File: src/rtl/bcd_pkg.sv
// Shared BCD constants and helpers: nibble validity check and digit-wise magnitude compare.
package bcd_pkg;

  localparam int unsigned BCD_W          = 4;
  localparam logic [3:0]  BCD_MAX        = 4'd9;
  localparam int unsigned BCD_MAX_DIGITS = 8;
  localparam int unsigned BCD_WORD_W     = BCD_W * BCD_MAX_DIGITS;

  // True when every nibble of the (zero-extended) word is a decimal digit.
  function automatic logic bcd_valid(input logic [BCD_WORD_W-1:0] value);
    logic ok;
    ok = 1'b1;
    for (int i = 0; i < BCD_MAX_DIGITS; i++) begin
      if (value[i*BCD_W +: BCD_W] > BCD_MAX) begin
        ok = 1'b0;
      end else begin
        ok = ok;
      end
    end
    return ok;
  endfunction

  // a <= b, comparing digits from the most significant downwards.
  function automatic logic bcd_le(input logic [BCD_WORD_W-1:0] a,
                                  input logic [BCD_WORD_W-1:0] b);
    for (int i = BCD_MAX_DIGITS - 1; i >= 0; i--) begin
      if (a[i*BCD_W +: BCD_W] != b[i*BCD_W +: BCD_W]) begin
        return (a[i*BCD_W +: BCD_W] < b[i*BCD_W +: BCD_W]);
      end else begin
        continue;
      end
    end
    return 1'b1;
  endfunction

endpackage

File: src/rtl/bcd_digit_cell.sv
// One BCD digit of the chain: steps up or down when step_in is set and
// forwards a carry (9->0) or borrow (0->9) to the next digit.
module bcd_digit_cell
  import bcd_pkg::*;
(
  input  logic [BCD_W-1:0] digit,
  input  logic             step_in,
  input  logic             down,
  output logic [BCD_W-1:0] next_digit,
  output logic             step_out
);

  // Combinational single-digit increment/decrement with wrap.
  always_comb begin
    next_digit = digit;
    step_out   = 1'b0;
    if (step_in) begin
      if (down) begin
        if (digit == 4'd0) begin
          next_digit = BCD_MAX;
          step_out   = 1'b1;
        end else begin
          next_digit = digit - 4'd1;
        end
      end else begin
        if (digit == BCD_MAX) begin
          next_digit = 4'd0;
          step_out   = 1'b1;
        end else begin
          next_digit = digit + 4'd1;
        end
      end
    end else begin
      next_digit = digit;
    end
  end

endmodule

File: src/rtl/bcd_chain_counter.sv
// Cascaded BCD up/down counter bounded by LIMIT, with validated parallel load,
// wrap or saturate behaviour at the bounds and registered status flags.
module bcd_chain_counter
  import bcd_pkg::*;
#(
  parameter int unsigned         DIGITS   = 2,
  parameter logic [4*DIGITS-1:0] LIMIT    = 8'h59,
  parameter bit                  SATURATE = 1'b0
) (
  input  logic                clock,
  input  logic                clear,
  input  logic                enable_Count,
  input  logic                count_Down,
  input  logic                load,
  input  logic [4*DIGITS-1:0] load_Value,
  output logic [4*DIGITS-1:0] counter,
  output logic                carry_Over,
  output logic                borrow_Out,
  output logic                at_Limit,
  output logic                is_Zero,
  output logic                load_Error
);

  localparam int unsigned   CW   = BCD_W * DIGITS;
  localparam logic [CW-1:0] ZERO = {CW{1'b0}};

  logic [CW-1:0]   count_r    = {CW{1'b0}};
  logic            carry_r    = 1'b0;
  logic            borrow_r   = 1'b0;
  logic            lerr_r     = 1'b0;
  logic            at_limit_r = (LIMIT == {CW{1'b0}});
  logic            zero_r     = 1'b1;

  logic [DIGITS:0] ripple_s;
  logic [CW-1:0]   stepped_s;
  logic            load_ok_s;
  logic            under_s;
  logic [CW-1:0]   next_count_s;
  logic            next_carry_s;
  logic            next_borrow_s;
  logic            next_lerr_s;

  assign ripple_s[0] = 1'b1;

  for (genvar g = 0; g < DIGITS; g++) begin : g_digit
    bcd_digit_cell u_cell (
      .digit      (count_r[g*BCD_W +: BCD_W]),
      .step_in    (ripple_s[g]),
      .down       (count_Down),
      .next_digit (stepped_s[g*BCD_W +: BCD_W]),
      .step_out   (ripple_s[g+1])
    );
  end

  // A borrow falling off the top digit means the whole count was zero.
  assign under_s   = count_Down & ripple_s[DIGITS];
  assign load_ok_s = bcd_valid(BCD_WORD_W'(load_Value)) &&
                     bcd_le(BCD_WORD_W'(load_Value), BCD_WORD_W'(LIMIT));

  // Next-state selection: load beats counting; bounds wrap or hold.
  always_comb begin
    next_count_s  = count_r;
    next_carry_s  = 1'b0;
    next_borrow_s = 1'b0;
    next_lerr_s   = 1'b0;
    if (load) begin
      if (load_ok_s) begin
        next_count_s = load_Value;
      end else begin
        next_lerr_s = 1'b1;
      end
    end else if (enable_Count) begin
      if (!count_Down) begin
        if (count_r == LIMIT) begin
          if (SATURATE) begin
            next_count_s = count_r;
          end else begin
            next_count_s = ZERO;
            next_carry_s = 1'b1;
          end
        end else begin
          next_count_s = stepped_s;
        end
      end else begin
        if (under_s) begin
          if (SATURATE) begin
            next_count_s = count_r;
          end else begin
            next_count_s  = LIMIT;
            next_borrow_s = 1'b1;
          end
        end else begin
          next_count_s = stepped_s;
        end
      end
    end else begin
      next_count_s = count_r;
    end
  end

  // State and flag registers; flags derive from next state so they align with counter.
  always_ff @(posedge clock) begin
    if (clear) begin
      count_r    <= ZERO;
      carry_r    <= 1'b0;
      borrow_r   <= 1'b0;
      lerr_r     <= 1'b0;
      at_limit_r <= (LIMIT == ZERO);
      zero_r     <= 1'b1;
    end else begin
      count_r    <= next_count_s;
      carry_r    <= next_carry_s;
      borrow_r   <= next_borrow_s;
      lerr_r     <= next_lerr_s;
      at_limit_r <= (next_count_s == LIMIT);
      zero_r     <= (next_count_s == ZERO);
    end
  end

  assign counter    = count_r;
  assign carry_Over = carry_r;
  assign borrow_Out = borrow_r;
  assign load_Error = lerr_r;
  assign at_Limit   = at_limit_r;
  assign is_Zero    = zero_r;

endmodule
File: config.mk
export PLATFORM = sky130hd
export DESIGN_NAME = bcd_chain_counter
export DESIGN_NICKNAME = d
export VERILOG_FILES = /design/src/rtl/bcd_pkg.sv /design/src/rtl/bcd_digit_cell.sv /design/src/rtl/bcd_chain_counter.sv
export SDC_FILE = /design/constraint.sdc
export NUM_CORES = 1
export LEC_CHECK = 0
export CORE_MARGIN = 3
export CORE_UTILIZATION = 43
export DETAILED_ROUTE_END_ITERATION = 6
export PLACE_DENSITY = 0.69
export SYNTH_ARGS = -nofsm -noshare
export SYNTH_HDL_FRONTEND = slang
export SYNTH_HIERARCHICAL = 1
export SYNTH_SLANG_ARGS = --single-unit
export TNS_END_PERCENT = 30
File: constraint.sdc
create_clock -name clock -period 2.9 [get_ports clock]
set_input_delay 0.435 -clock clock [delete_from_list [all_inputs] [get_ports clock]]
set_output_delay 0.435 -clock clock [all_outputs]
set_load 0.02 [all_outputs]
==> flow_summary.json, run 1 <==
{
  "outcome": "completed",
  "reg2reg_setup_slack_ns": 0.50,
  "critical_path_startpoint": "count_Down",
  "path_cells": "clkdlybuf4s50_1 -> nand2b_1 -> nor2_1 -> o21a_1 -> nor3b_1 -> o21a_1 -> nand2_1 -> and2_1 -> a31oi_1 -> a21oi_1 -> nor4_2 -> nor3b_2",
  "critPathMaxFanout": 4,
  "drv_cap": 0,
  "crit_top_cell": "sky130_fd_sc_hd__o21a_1",
  "final_period_minus_worst_setup_slack_ns": 2.64,
  "proportion_of_register_bits_with_asynchronous_set_or_reset_after_synthesis_pct": 0,
  "drt_pass1_iterations": 4,
  "drt_iter0_markers": 55,
  "mappedNetlistArea_um2": 1200,
  "place_area_um2": 1460,
  "gr-usage-all-layers_pct": 19.9,
  "grt_antenna_before_repair": 0,
  "dp_worst_setup_slack_ns": 0.000592,
  "r2r_start": "counter[3]",
  "start_util_pct": 46.8,
  "met3_length_um": 158,
  "fin_area_um2": 1480,
  "cp-start-kind": "input pin",
  "globalplace.congestion": 0.895,
  "filler_cell_count": 249,
  "drtAntennaViolNets": 0,
  "grt_start_max_net_pins": 14,
  "finalNonFillerCells": 214,
  "timing.fmax_mhz": 379,
  "hold_buffers": 0,
  "mappedNetlistNets": 170,
  "final_layout_size_suffix_gt1_share_pct": 10.3,
  "grt.overflow.total": 0,
  "worstPathArrival_ns": 2.86,
  "standard_cell_rows": 18,
  "syn-instance-count": 157,
  "synth_flop_cell": "sky130_fd_sc_hd__dfxtp_1",
  "synth.yosys.seq_area_share_pct": 21.7,
  "hold_path_class": "reg2reg",
  "hpwl_um": 2460,
  "final_critical_path_setup_slack_ns": 0.258,
  "die_width_um": 58.9,
  "clock_tree.htree_level_count": 1,
  "fp.dieH_um": 58.9,
  "worst_ir_drop_vdd_mv": 0.324,
  "highest-signal-layer": "met4",
  "leakagePower_nw": 0.581,
  "critPathCaptureType": "flop",
  "final.setup_skew_ns": 0.00494,
  "worstSetupPathType": "in2reg",
  "dr_wl_met2_um": 1590,
  "syn-mean-instance-area_um2": 7.65,
  "ys_ff_latch": 13,
  "final_hold_viol_count": 0,
  "cts_max_path_buffers": 2,
  "unrepaired_setup_endpoints_after_global_routing": "false",
  "final_min_period_over_clock_period_pct": 91.1,
  "post_cts.resized_instances": 0,
  "synth-edff-count": 0,
  "via_count_of_the_routed_design": 1292,
  "core_um2": 2570,
  "count_of_inserted_antenna_diode_cells": 0,
  "via_count_of_the_first_global_routing_pass": 1191,
  "clkSinkCount": 13,
  "io-pin-count": 26,
  "synthToLayoutAreaGrowth_pct": 23.3,
  "drcViolationCount": 0,
  "clk_pin_slew_worst_paths_ns": 0.08,
  "routed_wirelength_um": 3250,
  "tritoncts": "yes",
  "most_common_library_cell_in_the_layout_ignoring_fill_and_taps": "sky130_fd_sc_hd__clkdlybuf4s50_1",
  "die-area_um2": 3460,
  "worst_ep_required_time_ns": 3.12,
  "worst_path_max_delay_cell": "sky130_fd_sc_hd__clkdlybuf4s50_1",
  "cts_root_buffer": "sky130_fd_sc_hd__clkbuf_4",
  "detail_route.wl_per_cell_um": 15.2,
  "pwr_density_cell_nw_per_um2": 348,
  "hold_path_startpoint": "counter[7]",
  "cts.repair_timing.setup_buffer_count": 0,
  "clock_insertion_delay_worst_skew_ns": 0.29,
  "wl_met1_um": 1430,
  "worst_setup_path_endpoint": "at_Limit",
  "portBuffers": 25,
  "final_cell_mix": "sky130_fd_sc_hd__clkdlybuf4s50_1 (25), sky130_fd_sc_hd__nor2_1 (15), sky130_fd_sc_hd__dfxtp_1 (13)",
  "final-max-slew-violation-count": 0,
  "placed_cells": 210,
  "setup_total_negative_slack_ns": 0,
  "setup_viol_count_final": 0,
  "detail_route.vias_per_cell": 6.04,
  "nNetsFinal": 198,
  "netlist-cell-type-count": 41,
  "max_stage_delay_ns": 0.46,
  "ff2ff_path_depth": 11,
  "wire_length_of_the_first_global_routing_pass_um": 5340,
  "synth-warning-count": 6,
  "cts_buffers": 3,
  "timing.rr.end": "at_Limit"
}
cell usage after synthesis, types with 5 or more instances:
cell,instances,area [µm²]
sky130_fd_sc_hd__mux2i_1,5,50.1
sky130_fd_sc_hd__nand2_1,6,22.5
sky130_fd_sc_hd__nor2_1,15,56.3
sky130_fd_sc_hd__a21oi_1,11,55.1
sky130_fd_sc_hd__inv_1,12,45.0
sky130_fd_sc_hd__o21ai_0,8,40.0
sky130_fd_sc_hd__buf_6,7,78.8
sky130_fd_sc_hd__nor2b_1,8,50.1
sky130_fd_sc_hd__o22ai_1,6,37.5
sky130_fd_sc_hd__dfxtp_1,13,260
sky130_fd_sc_hd__a31oi_1,7,43.8
area by class of cell:
class                      instances  area (µm²)  area share [%]
tap                               30        37.5            2.53
sequential                        13         260            17.6
clock buffer                       4        26.3            1.77
inverter                          13        48.8            3.29
multi-input combinational        120         791            53.4
timing repair buffer              34         318            21.5
critical path, delay by kind of cell:
kind                   cells  cell delay [ns]
AOI/OAI and AO/OA          4             0.59
buffers and inverters      1             0.46
and+or+nand+nor            7             1.37
through the flow:
step / hold WS [ns] / util [%] / power [mW]
CTS: 0.862 / 57.7 / 0.509
floorplan: 0.507 / - / 0.336
detailed placement: 0.835 / 56.7 / 0.398
finish: 0.885 / 57.7 / 0.515
global placement: 0.793 / 56.7 / 0.395
global route: 0.901 / 57.7 / 0.539
layer usage:
layer,global-route usage [%],vias to the layer above
li1,-,628
met1,25.5,603
met2,33.3,52
met3,2.63,9
met4,8.09,0
met5,0,-
sequential cells by signal, summed over array words and instances (netlist names):
register    cells
load_Error      1
carry_Over      1
is_Zero         1
at_Limit        1
counter         8
borrow_Out      1
power by group:
group          internal, mW  total (mW)  switching, mW
clock network        0.0536       0.117         0.0635
logic                0.0911       0.195          0.104
registers             0.188       0.203         0.0152
total                 0.333       0.515          0.182
worst min path at each step:
stage | cells after the start | endpoint
floorplan | 1 | counter[7]
global placement | 3 | counter[5]
detailed placement | 3 | counter[5]
CTS | 3 | counter[5]
global route | 3 | counter[5]
finish | 3 | counter[7]
logic make-up after synthesis:
kind of cell	count (synthesis)	synth area share [%]
flops	13	21.7
other cells	1	0.312
buf+inv	24	12.5
compound gates	50	27.4
mux	5	4.17
simple gates	60	31.0
xor+xnor	4	2.92
Note: power is estimated with default switching activity, not from simulation.
==> run 2: changes to the inputs <==
--- a/config.mk
+++ b/config.mk
@@ -7,7 +7,9 @@
 export LEC_CHECK = 0
 export CORE_MARGIN = 3
 export CORE_UTILIZATION = 43
+export CTS_CLUSTER_DIAMETER = 80
 export DETAILED_ROUTE_END_ITERATION = 6
+export GPL_TIMING_DRIVEN = 1
 export PLACE_DENSITY = 0.69
 export SYNTH_ARGS = -nofsm -noshare
 export SYNTH_HDL_FRONTEND = slang
==> results of run 2 <==
Final layout, timing and power as in run 1 (identical DEF).
